[config.mk]
export PLATFORM = sky130hd
export DESIGN_NAME = onchip_mem_scan_reader
export DESIGN_NICKNAME = d
export VERILOG_FILES = /design/src/rtl/onchip_mem_scan_reader_pkg.sv /design/src/rtl/scan_sync_fifo.sv /design/src/rtl/onchip_mem_scan_reader.sv
export SDC_FILE = /design/constraint.sdc
export NUM_CORES = 1
export LEC_CHECK = 0
export ABC_AREA = 1
export BUFFER_PORTS_ARGS = -buffer_cell sky130_fd_sc_hd__buf_2
export CAP_MARGIN = 15
export CORE_MARGIN = 5
export CORE_UTILIZATION = 42
export DETAILED_ROUTE_END_ITERATION = 10
export GPL_ROUTABILITY_DRIVEN = 1
export HOLD_SLACK_MARGIN = 0.08
export MAX_ROUTING_LAYER = met4
export PLACE_DENSITY = 0.6
export SYNTH_ARGS = -nofsm -noshare
export SYNTH_HDL_FRONTEND = slang
export SYNTH_HIERARCHICAL = 1
export SYNTH_SLANG_ARGS = --single-unit
[constraint.sdc]
create_clock -name clk -period 5.1 [get_ports clk]
set_input_delay 0.51 -clock clk [delete_from_list [all_inputs] [get_ports clk]]
set_output_delay 0.51 -clock clk [all_outputs]
set_load 0.01 [all_outputs]
[src/rtl/onchip_mem_scan_reader_pkg.sv]
// Shared definitions for the on-chip RAM scan reader: FSM encoding and default geometry.
package onchip_mem_scan_reader_pkg;

    localparam int DEF_ADDR_W      = 13;
    localparam int DEF_DATA_W      = 32;
    localparam int DEF_DEPTH_WORDS = 5120;
    localparam int DEF_FIFO_DEPTH  = 8;

    typedef enum logic [1:0] {
        S_IDLE  = 2'd0,
        S_RUN   = 2'd1,
        S_DRAIN = 2'd2
    } scan_state_e;

endpackage

[src/rtl/scan_sync_fifo.sv]
// Synchronous FIFO with wrap-bit pointers; head entry is read straight from the register array.
module scan_sync_fifo #(
    parameter int WIDTH = 33,
    parameter int DEPTH = 8
) (
    input  logic                     clk,
    input  logic                     reset_n,
    input  logic                     flush_i,
    input  logic                     push_i,
    input  logic [WIDTH-1:0]         push_data_i,
    input  logic                     pop_i,
    output logic [WIDTH-1:0]         head_data_o,
    output logic                     empty_o,
    output logic [$clog2(DEPTH):0]   count_o
);
    localparam int PW = $clog2(DEPTH);

    logic [PW:0]      wr_q, rd_q;
    logic [WIDTH-1:0] mem_q [DEPTH];

    always_ff @(posedge clk or negedge reset_n) begin
        if (!reset_n) begin
            wr_q <= '0;
            rd_q <= '0;
            for (int i = 0; i < DEPTH; i++) mem_q[i] <= '0;
        end else if (flush_i) begin
            wr_q <= '0;
            rd_q <= '0;
        end else begin
            if (push_i) begin
                mem_q[wr_q[PW-1:0]] <= push_data_i;
                wr_q                <= wr_q + 1'b1;
            end
            if (pop_i) rd_q <= rd_q + 1'b1;
        end
    end

    assign empty_o     = (wr_q == rd_q);
    assign count_o     = wr_q - rd_q;
    assign head_data_o = mem_q[rd_q[PW-1:0]];

endmodule

[src/rtl/onchip_mem_scan_reader.sv]
// Streams a block of consecutive on-chip RAM words into a ready/valid stream via a credit-limited FIFO.
//   state   | meaning
//   S_IDLE  | waiting for start
//   S_RUN   | issuing reads while FIFO credits remain
//   S_DRAIN | all reads issued, waiting for the last word to leave
module onchip_mem_scan_reader
    import onchip_mem_scan_reader_pkg::*;
#(
    parameter int ADDR_W      = DEF_ADDR_W,
    parameter int DATA_W      = DEF_DATA_W,
    parameter int DEPTH_WORDS = DEF_DEPTH_WORDS,
    parameter int FIFO_DEPTH  = DEF_FIFO_DEPTH
) (
    input  logic              clk,
    input  logic              reset_n,
    input  logic              start,
    input  logic              abort,
    input  logic [ADDR_W-1:0] base_addr,
    input  logic [ADDR_W-1:0] length,
    output logic              busy,
    output logic              done,
    output logic [ADDR_W-1:0] mem_address,
    output logic              mem_chipselect,
    output logic              mem_write,
    output logic [3:0]        mem_byteenable,
    output logic              mem_clken,
    input  logic [DATA_W-1:0] mem_readdata,
    output logic              out_valid,
    output logic [DATA_W-1:0] out_data,
    output logic              out_last,
    input  logic              out_ready
);
    localparam int FPW = $clog2(FIFO_DEPTH);

    scan_state_e       state_q, state_d;
    logic [ADDR_W-1:0] addr_q, addr_d;
    logic [ADDR_W-1:0] rem_q, rem_d;
    logic              done_q, done_d;
    logic              inflight_q, last_tag_q, clken_q;

    logic [ADDR_W-1:0] len_clamped, base_wrapped, addr_next;
    logic [FPW:0]      fifo_count;
    logic [FPW+1:0]    occupancy;
    logic              fifo_empty, has_credit, issue, push, pop;
    logic [DATA_W:0]   head;

    assign len_clamped  = (length > ADDR_W'(DEPTH_WORDS)) ? ADDR_W'(DEPTH_WORDS) : length;
    assign base_wrapped = (base_addr >= ADDR_W'(DEPTH_WORDS)) ? base_addr - ADDR_W'(DEPTH_WORDS)
                                                              : base_addr;
    assign addr_next    = (addr_q == ADDR_W'(DEPTH_WORDS - 1)) ? '0 : addr_q + ADDR_W'(1);

    // A slot is reserved for the read in flight so a returning word always fits.
    assign occupancy  = {1'b0, fifo_count} + (FPW+2)'(inflight_q);
    assign has_credit = occupancy < (FPW+2)'(FIFO_DEPTH);
    assign issue      = (state_q == S_RUN) && (rem_q != '0) && has_credit && !abort;
    assign push       = inflight_q && !abort;
    assign pop        = out_valid && out_ready;

    always_comb begin
        state_d = state_q;
        addr_d  = addr_q;
        rem_d   = rem_q;
        done_d  = 1'b0;
        case (state_q)
            S_IDLE: begin
                if (start) begin
                    if (len_clamped == '0) begin
                        done_d = 1'b1;
                    end else begin
                        state_d = S_RUN;
                        addr_d  = base_wrapped;
                        rem_d   = len_clamped;
                    end
                end
            end
            S_RUN: begin
                if (issue) begin
                    addr_d = addr_next;
                    rem_d  = rem_q - ADDR_W'(1);
                    if (rem_q == ADDR_W'(1)) state_d = S_DRAIN;
                end
            end
            S_DRAIN: begin
                if (pop && head[DATA_W]) begin
                    state_d = S_IDLE;
                    done_d  = 1'b1;
                end
            end
            default: state_d = S_IDLE;
        endcase
        if (abort) begin
            state_d = S_IDLE;
            rem_d   = '0;
            done_d  = 1'b0;
        end
    end

    always_ff @(posedge clk or negedge reset_n) begin
        if (!reset_n) begin
            state_q    <= S_IDLE;
            addr_q     <= '0;
            rem_q      <= '0;
            done_q     <= 1'b0;
            inflight_q <= 1'b0;
            last_tag_q <= 1'b0;
            clken_q    <= 1'b0;
        end else begin
            state_q    <= state_d;
            addr_q     <= addr_d;
            rem_q      <= rem_d;
            done_q     <= done_d;
            inflight_q <= issue;
            last_tag_q <= issue && (rem_q == ADDR_W'(1));
            clken_q    <= 1'b1;
        end
    end

    scan_sync_fifo #(
        .WIDTH (DATA_W + 1),
        .DEPTH (FIFO_DEPTH)
    ) u_fifo (
        .clk         (clk),
        .reset_n     (reset_n),
        .flush_i     (abort),
        .push_i      (push),
        .push_data_i ({last_tag_q, mem_readdata}),
        .pop_i       (pop),
        .head_data_o (head),
        .empty_o     (fifo_empty),
        .count_o     (fifo_count)
    );

    assign busy           = (state_q != S_IDLE);
    assign done           = done_q;
    assign mem_address    = addr_q;
    assign mem_chipselect = issue;
    assign mem_write      = 1'b0;
    assign mem_byteenable = 4'hF;
    assign mem_clken      = clken_q;
    assign out_valid      = !fifo_empty;
    assign out_data       = head[DATA_W-1:0];
    assign out_last       = head[DATA_W] && out_valid;

endmodule

==> results of run 1 <==
cell type report:
| class | count | area [um2] | area share |
|---|---|---|---|
| Sequential cell | 304 | 7610 | 0.417 |
| Inverter | 356 | 1340 | 0.0735 |
| Timing Repair Buffer | 133 | 753 | 0.0413 |
| Clock buffer | 48 | 1050 | 0.0575 |
| Multi-Input combinational cell | 1466 | 6600 | 0.362 |
| Clock inverter | 17 | 230 | 0.0126 |
| Antenna cell | 1 | 2.50 | 0.000137 |
| Tap cell | 518 | 648 | 0.0355 |
Yosys cell counts (all sizes together) (2+ instances only):
cell type,n,share of area
a21oi,13,0.0040
buf,86,0.044
clkbuf,37,0.0085
conb,2,0.00046
dfrtp,304,0.46
ha,11,0.0084
inv,355,0.081
nand2,852,0.20
nand3,197,0.061
nand3b,2,0.00092
nand4,3,0.0011
nor2,62,0.017
nor3,10,0.0040
o21ai,286,0.091
o22ai,4,0.0015
xnor2,4,0.0021
xor2,8,0.0043
power by group:
| group | switching [uW] | internal, uW |
|---|---|---|
| combinational | 1590 | 870 |
| clock | 1030 | 1700 |
| sequential | 255 | 2720 |
| total | 2870 | 5290 |
routing by layer:
metal | wire (um) | global-route usage | up-vias | share of wire
met3 | 2250 | 0.0320 | 73 | 0.055
met5 | 0 | - | - | 0
met4 | 973 | 0.0483 | 0 | 0.024
met1 | 19200 | 0.261 | 6328 | 0.47
met2 | 18400 | 0.307 | 311 | 0.45
li1 | - | - | 6966 | -
state kept, by name, indices dropped and copies added, names as in the netlist:
signal,count
done,1
inflight_q,1
last_tag_q,1
mem_address,13
mem_clken,1
rem_q,13
state_q,2
u_fifo/mem_q,264
u_fifo/rd_q,4
u_fifo/wr_q,4
how the worst max path moves through the flow:
stage,from,end,slack (ps),depth (start not counted)
global placement,u_fifo/rd_q[0],out_data[7],2200,7
detailed placement,u_fifo/rd_q[0],out_data[7],2170,7
CTS,u_fifo/rd_q[0],out_data[7],1600,7
finish,u_fifo/rd_q[0],out_data[13],1630,8
global route,u_fifo/rd_q[0],out_data[25],1430,7
floorplan,u_fifo/rd_q[2],rem_q[5],2580,15
through the flow:
step / setup WS (ps) / util / instance area [um2] / hold slack [ps] / total power (uW)
2_1_floorplan: 2580 / - / 16400 / 214 / 4800
3_3_place_gp: 2200 / 0.439 / 16900 / 464 / 5460
3_5_place_dp: 2170 / 0.439 / 16900 / 468 / 5500
4_1_cts: 1600 / 0.472 / 18200 / 289 / 8280
5_1_grt: 1430 / 0.472 / 18200 / 344 / 8760
6_report: 1630 / 0.472 / 18200 / 307 / 8160
cell families after synthesis:
logic type,Yosys count,synth area share
simple gates,1129,0.285
other cells,2,0.000458
fa+ha+maj,12,0.00962
flops,304,0.464
buf+inv,479,0.134
compound gates,307,0.100
xor+xnor,12,0.00641
placed cells by master (no fill, tap or decap), types with 6 or more instances in the layout:
cell type  count
clkbuf_16     38
inv_1        344
inv_2          9
buf_2        112
nor2_2         9
o21ai_2       17
o21ai_1      117
ha_1          11
nand2_2       25
a21oi_1       13
nand2_1      825
dfrtp_1      301
conb_1         6
buf_4         17
o21ai_0      152
clkbuf_8       6
nand3_1      195
clkinv_2       8
nor3_1         8
nor2_1        49
xor2_1         8
critical path, cell delays in order, from the launching register on:
cell,delay (ps)
dfrtp_4,670
inv_4,730
buf_4,430
nand2_1,90
nand3_1,80
nand2_1,60
nand2_1,50
nand2_1,90
buf_2,150
repair_timing:
item	in CTS	in global routing
hold buffers	1	0
endpoints found under the hold margin	19	0
buffers inserted	0	0
==> impl_metrics.tcl, run 1 <==
set metrics [dict create \
    outcome "completed" \
    min_to "state_q[1]" \
    rr_startpoint "u_fifo/rd_q[0]" \
    tns_ps 0 \
    r2r_end "mem_address[12]" \
    synth-main-ff-cell "dfrtp_1" \
    grt_pass1_wl_mm 68.6 \
    fp.coreArea_mm2 0.0386 \
    grt_usage 0.193 \
    clk_latency_ps 530 \
    cts_buffer_depth 3 \
    crit_path_start_kind "register" \
    avgRoutedWirePerCell_um 14.4 \
    via_count 13700 \
    synth-edff-count 0 \
    endpoint_kind "output pin" \
    die_w_um 208 \
    initial_core_util 0.424 \
    rsz0062_at_grt "false" \
    worstPathArrival_ps 2960 \
    r2r_setup_slack_ps 2250 \
    tightest_slew_ps 1170 \
    leakage_uw 0.00934 \
    htreeDepth 2 \
    slew_violations 0 \
    netlist_instances 2245 \
    final-hold-violation-count 0 \
    antenna_found_initial 1 \
    route.detailed.drc 0 \
    drive_above_1_share 0.117 \
    die_y_um 208 \
    fmax_mhz 288 \
    fin_nets 2372 \
    rows 72 \
    grt_start_max_net_pins 100 \
    ioPinCount 119 \
    first_global_vias 13300 \
    fin_crit_sh 0.681 \
    synth_area_mm2 0.0164 \
    slew_headroom 0.218 \
    hpwl_mm 24.5 \
    placed_cells 2776 \
    firstDrtPassIters 5 \
    ir_worst_vdd_uv 264 \
    avgSynthCellArea_um2 7.30 \
    yosysWarnings 6 \
    overflow 0 \
    clock-root-buffer "clkbuf_16" \
    nFillCells 3890 \
    hold-path-cell-count 4 \
    cp_max_fo 83 \
    min_from "out_ready" \
    area_delta_synth_final_pct 11.3 \
    required_ps 4590 \
    finalCriticalPeriod_ps 3470 \
    design.die.area_mm2 0.0431 \
    wl_mm 40.8 \
    cts_buffers 36 \
    ys_seq_area_frac 0.464 \
    path_clk_slew_ps 60 \
    cts-resized-gates 0 \
    min_path_type "input pin to register" \
    max_cap_viol_count 0 \
    r2r_cells 11 \
    synth-async-reset-ratio 1.00 \
    clock_skew_ps 20.9 \
    tritoncts "done" \
    drt_iter0_drc 886 \
    clkSinkCount 304 \
    setup_viol 0 \
    yosys.cell_types.count 40 \
    numPortBuffers 113 \
    stdcell_count 2843 \
    ys_ff_latch 304 \
    place_congestion 0.870 \
    routed_via_density 4.81 \
    ant_nets 0 \
    worstSetupPathType "register to output pin" \
    powerDensity_mw_per_mm2 447 \
]
Power figures use the tool's default switching activity.
==> inputs of run 2 (changes only) <==
==> constraint.sdc (replaced) <==
create_clock -name clk -period 3.3 [get_ports clk]
set_input_delay 0.33 -clock clk [delete_from_list [all_inputs] [get_ports clk]]
set_output_delay 0.33 -clock clk [all_outputs]
set_load 0.01 [all_outputs]
==> impl_metrics.tcl, run 2 (synthesis results as in run 1) <==
set metrics [dict create \
    outcome "completed" \
    r2r_setup_slack_ps 720 \
    finalCriticalPeriod_ps 2940 \
    power.clock.fraction 0.315 \
    min_to "state_q[1]" \
    rr_startpoint "u_fifo/wr_q[0]" \
    antenna_found_initial 0 \
    nFillCells 3938 \
    switching_power_uw 4440 \
    clock_skew_ps 15.3 \
    ir_worst_vdd_uv 375 \
    ioPinCount 119 \
    grt_usage 0.199 \
    top_register "u_fifo/mem_q" \
    die_y_um 208 \
    p_comb_frac 0.316 \
    slew_violations 0 \
    drive_above_1_share 0.116 \
    numPortBuffers 113 \
    ant_nets 0 \
    worstPathArrival_ps 2610 \
    layout_common_cells "nand2_1, inv_1, dfrtp_1" \
    largest_register_ffs 264 \
    path_clk_slew_ps 60 \
    tritoncts "done" \
    fin_ws_ps 356 \
    initial_core_util 0.424 \
    routed_via_density 4.84 \
    internal-power_uw 7940 \
    hold-path-cell-count 4 \
    rows 72 \
    design.die.area_mm2 0.0431 \
    overflow 0 \
    drt_iter0_drc 912 \
    grt_pass1_wl_mm 69.9 \
    grt_start_max_net_pins 89 \
    r2r_cells 12 \
    cts_buffer_depth 3 \
    via_count 13800 \
    crit_path_start_kind "register" \
    fin_crit_sh 0.892 \
    post-cts-setup-buffers 0 \
    htreeDepth 2 \
    leakage_uw 0.00938 \
    powerDensity_mw_per_mm2 677 \
    tightest_slew_ps 1030 \
    power_frac_seq 0.369 \
    post-place-ws_ps 725 \
    hpwl_mm 25.2 \
    fmax_mhz 340 \
    p_sw_frac 0.358 \
    clkSinkCount 304 \
    antennaDiodeCount 0 \
    endpoint_kind "output pin" \
    setup_viol 0 \
    route.detailed.drc 0 \
    worstSetupPathType "register to output pin" \
    fp.coreArea_mm2 0.0386 \
    required_ps 2970 \
    avgRoutedWirePerCell_um 14.8 \
    final_common_cell "nand2_1" \
    min_path_type "input pin to register" \
    final-hold-violation-count 0 \
    cts_buffers 36 \
    clock-root-buffer "clkbuf_16" \
    place_congestion 0.895 \
    tns_ps 0 \
    cts-resized-gates 0 \
    die_w_um 208 \
    clk_latency_ps 510 \
    min_from "out_ready" \
    firstDrtPassIters 5 \
    rsz0062_at_grt "false" \
    wl_mm 42.0 \
    area_delta_synth_final_pct 11.6 \
    slew_headroom 0.311 \
    max_cap_viol_count 0 \
    r2r_end "rem_q[10]" \
    first_global_vias 13500 \
    fin_nets 2380 \
    cp_max_fo 67 \
]
run 2: worst max-delay path by stage:
stage	from	end	slack (ps)
after floorplan	u_fifo/rd_q[2]	rem_q[5]	780
after global placement	u_fifo/wr_q[0]	rem_q[10]	770
after detailed placement	u_fifo/wr_q[0]	rem_q[10]	720
after CTS	u_fifo/rd_q[1]	out_last	330
after global routing	u_fifo/rd_q[1]	out_last	120
final	u_fifo/rd_q[1]	out_last	360
run 2: area by class of cell:
| class | count | area [um2] | share of cell area |
|---|---|---|---|
| flip-flops and latches | 304 | 7610 | 0.416 |
| multi-input cells | 1466 | 6600 | 0.361 |
| inverters | 356 | 1340 | 0.0733 |
| clock buffers | 55 | 1070 | 0.0587 |
| repair buffers | 141 | 938 | 0.0513 |
| well taps | 518 | 648 | 0.0354 |
| clock inverters | 6 | 80.1 | 0.00438 |
run 2: metal layers:
metal	wire length, um	up-vias	global-route usage	share of wire
met1	19800	6390	0.272	0.47
met3	2600	51	0.0326	0.062
li1	-	6984	-	-
met4	629	0	0.0381	0.015
met5	0	-	-	0
met2	19000	354	0.318	0.45
run 2: repair_timing:
item,4_1_cts,5_1_grt
hold buffers,1,0
endpoints found under the hold margin,69,0
endpoints found under the setup margin,0,0
run 2: per-stage QoR:
stage / instances / hold WS [ps] / instance area [um2] / util / total power (uW)
detailed placement: 2784 / 364 / 17100 / 0.443 / 8560
floorplan: 2249 / 34.4 / 16400 / - / 7420
global placement: 2784 / 365 / 17100 / 0.443 / 8500
global route: 2846 / 172 / 18300 / 0.473 / 13300
finish: 2846 / 152 / 18300 / 0.473 / 12400
CTS: 2846 / 130 / 18300 / 0.473 / 12500
run 2: power groups by stage:
stage	logic, uW	clock network (uW)	registers (uW)
6_report	3910	3900	4570
5_1_grt	4500	4170	4630
4_1_cts	3960	4010	4560
3_5_place_dp	3940	0	4620
3_3_place_gp	3890	0	4610
2_1_floorplan	2850	0	4570
run 2: critical path, stage by stage, from the launching register on:
cell,delay (ps)
dfrtp_2,440
inv_2,60
buf_4,720
nand3_1,160
nand2_1,90
nand2_1,50
nand2_1,200
inv_1,60
nor2_1,120
buf_2,150
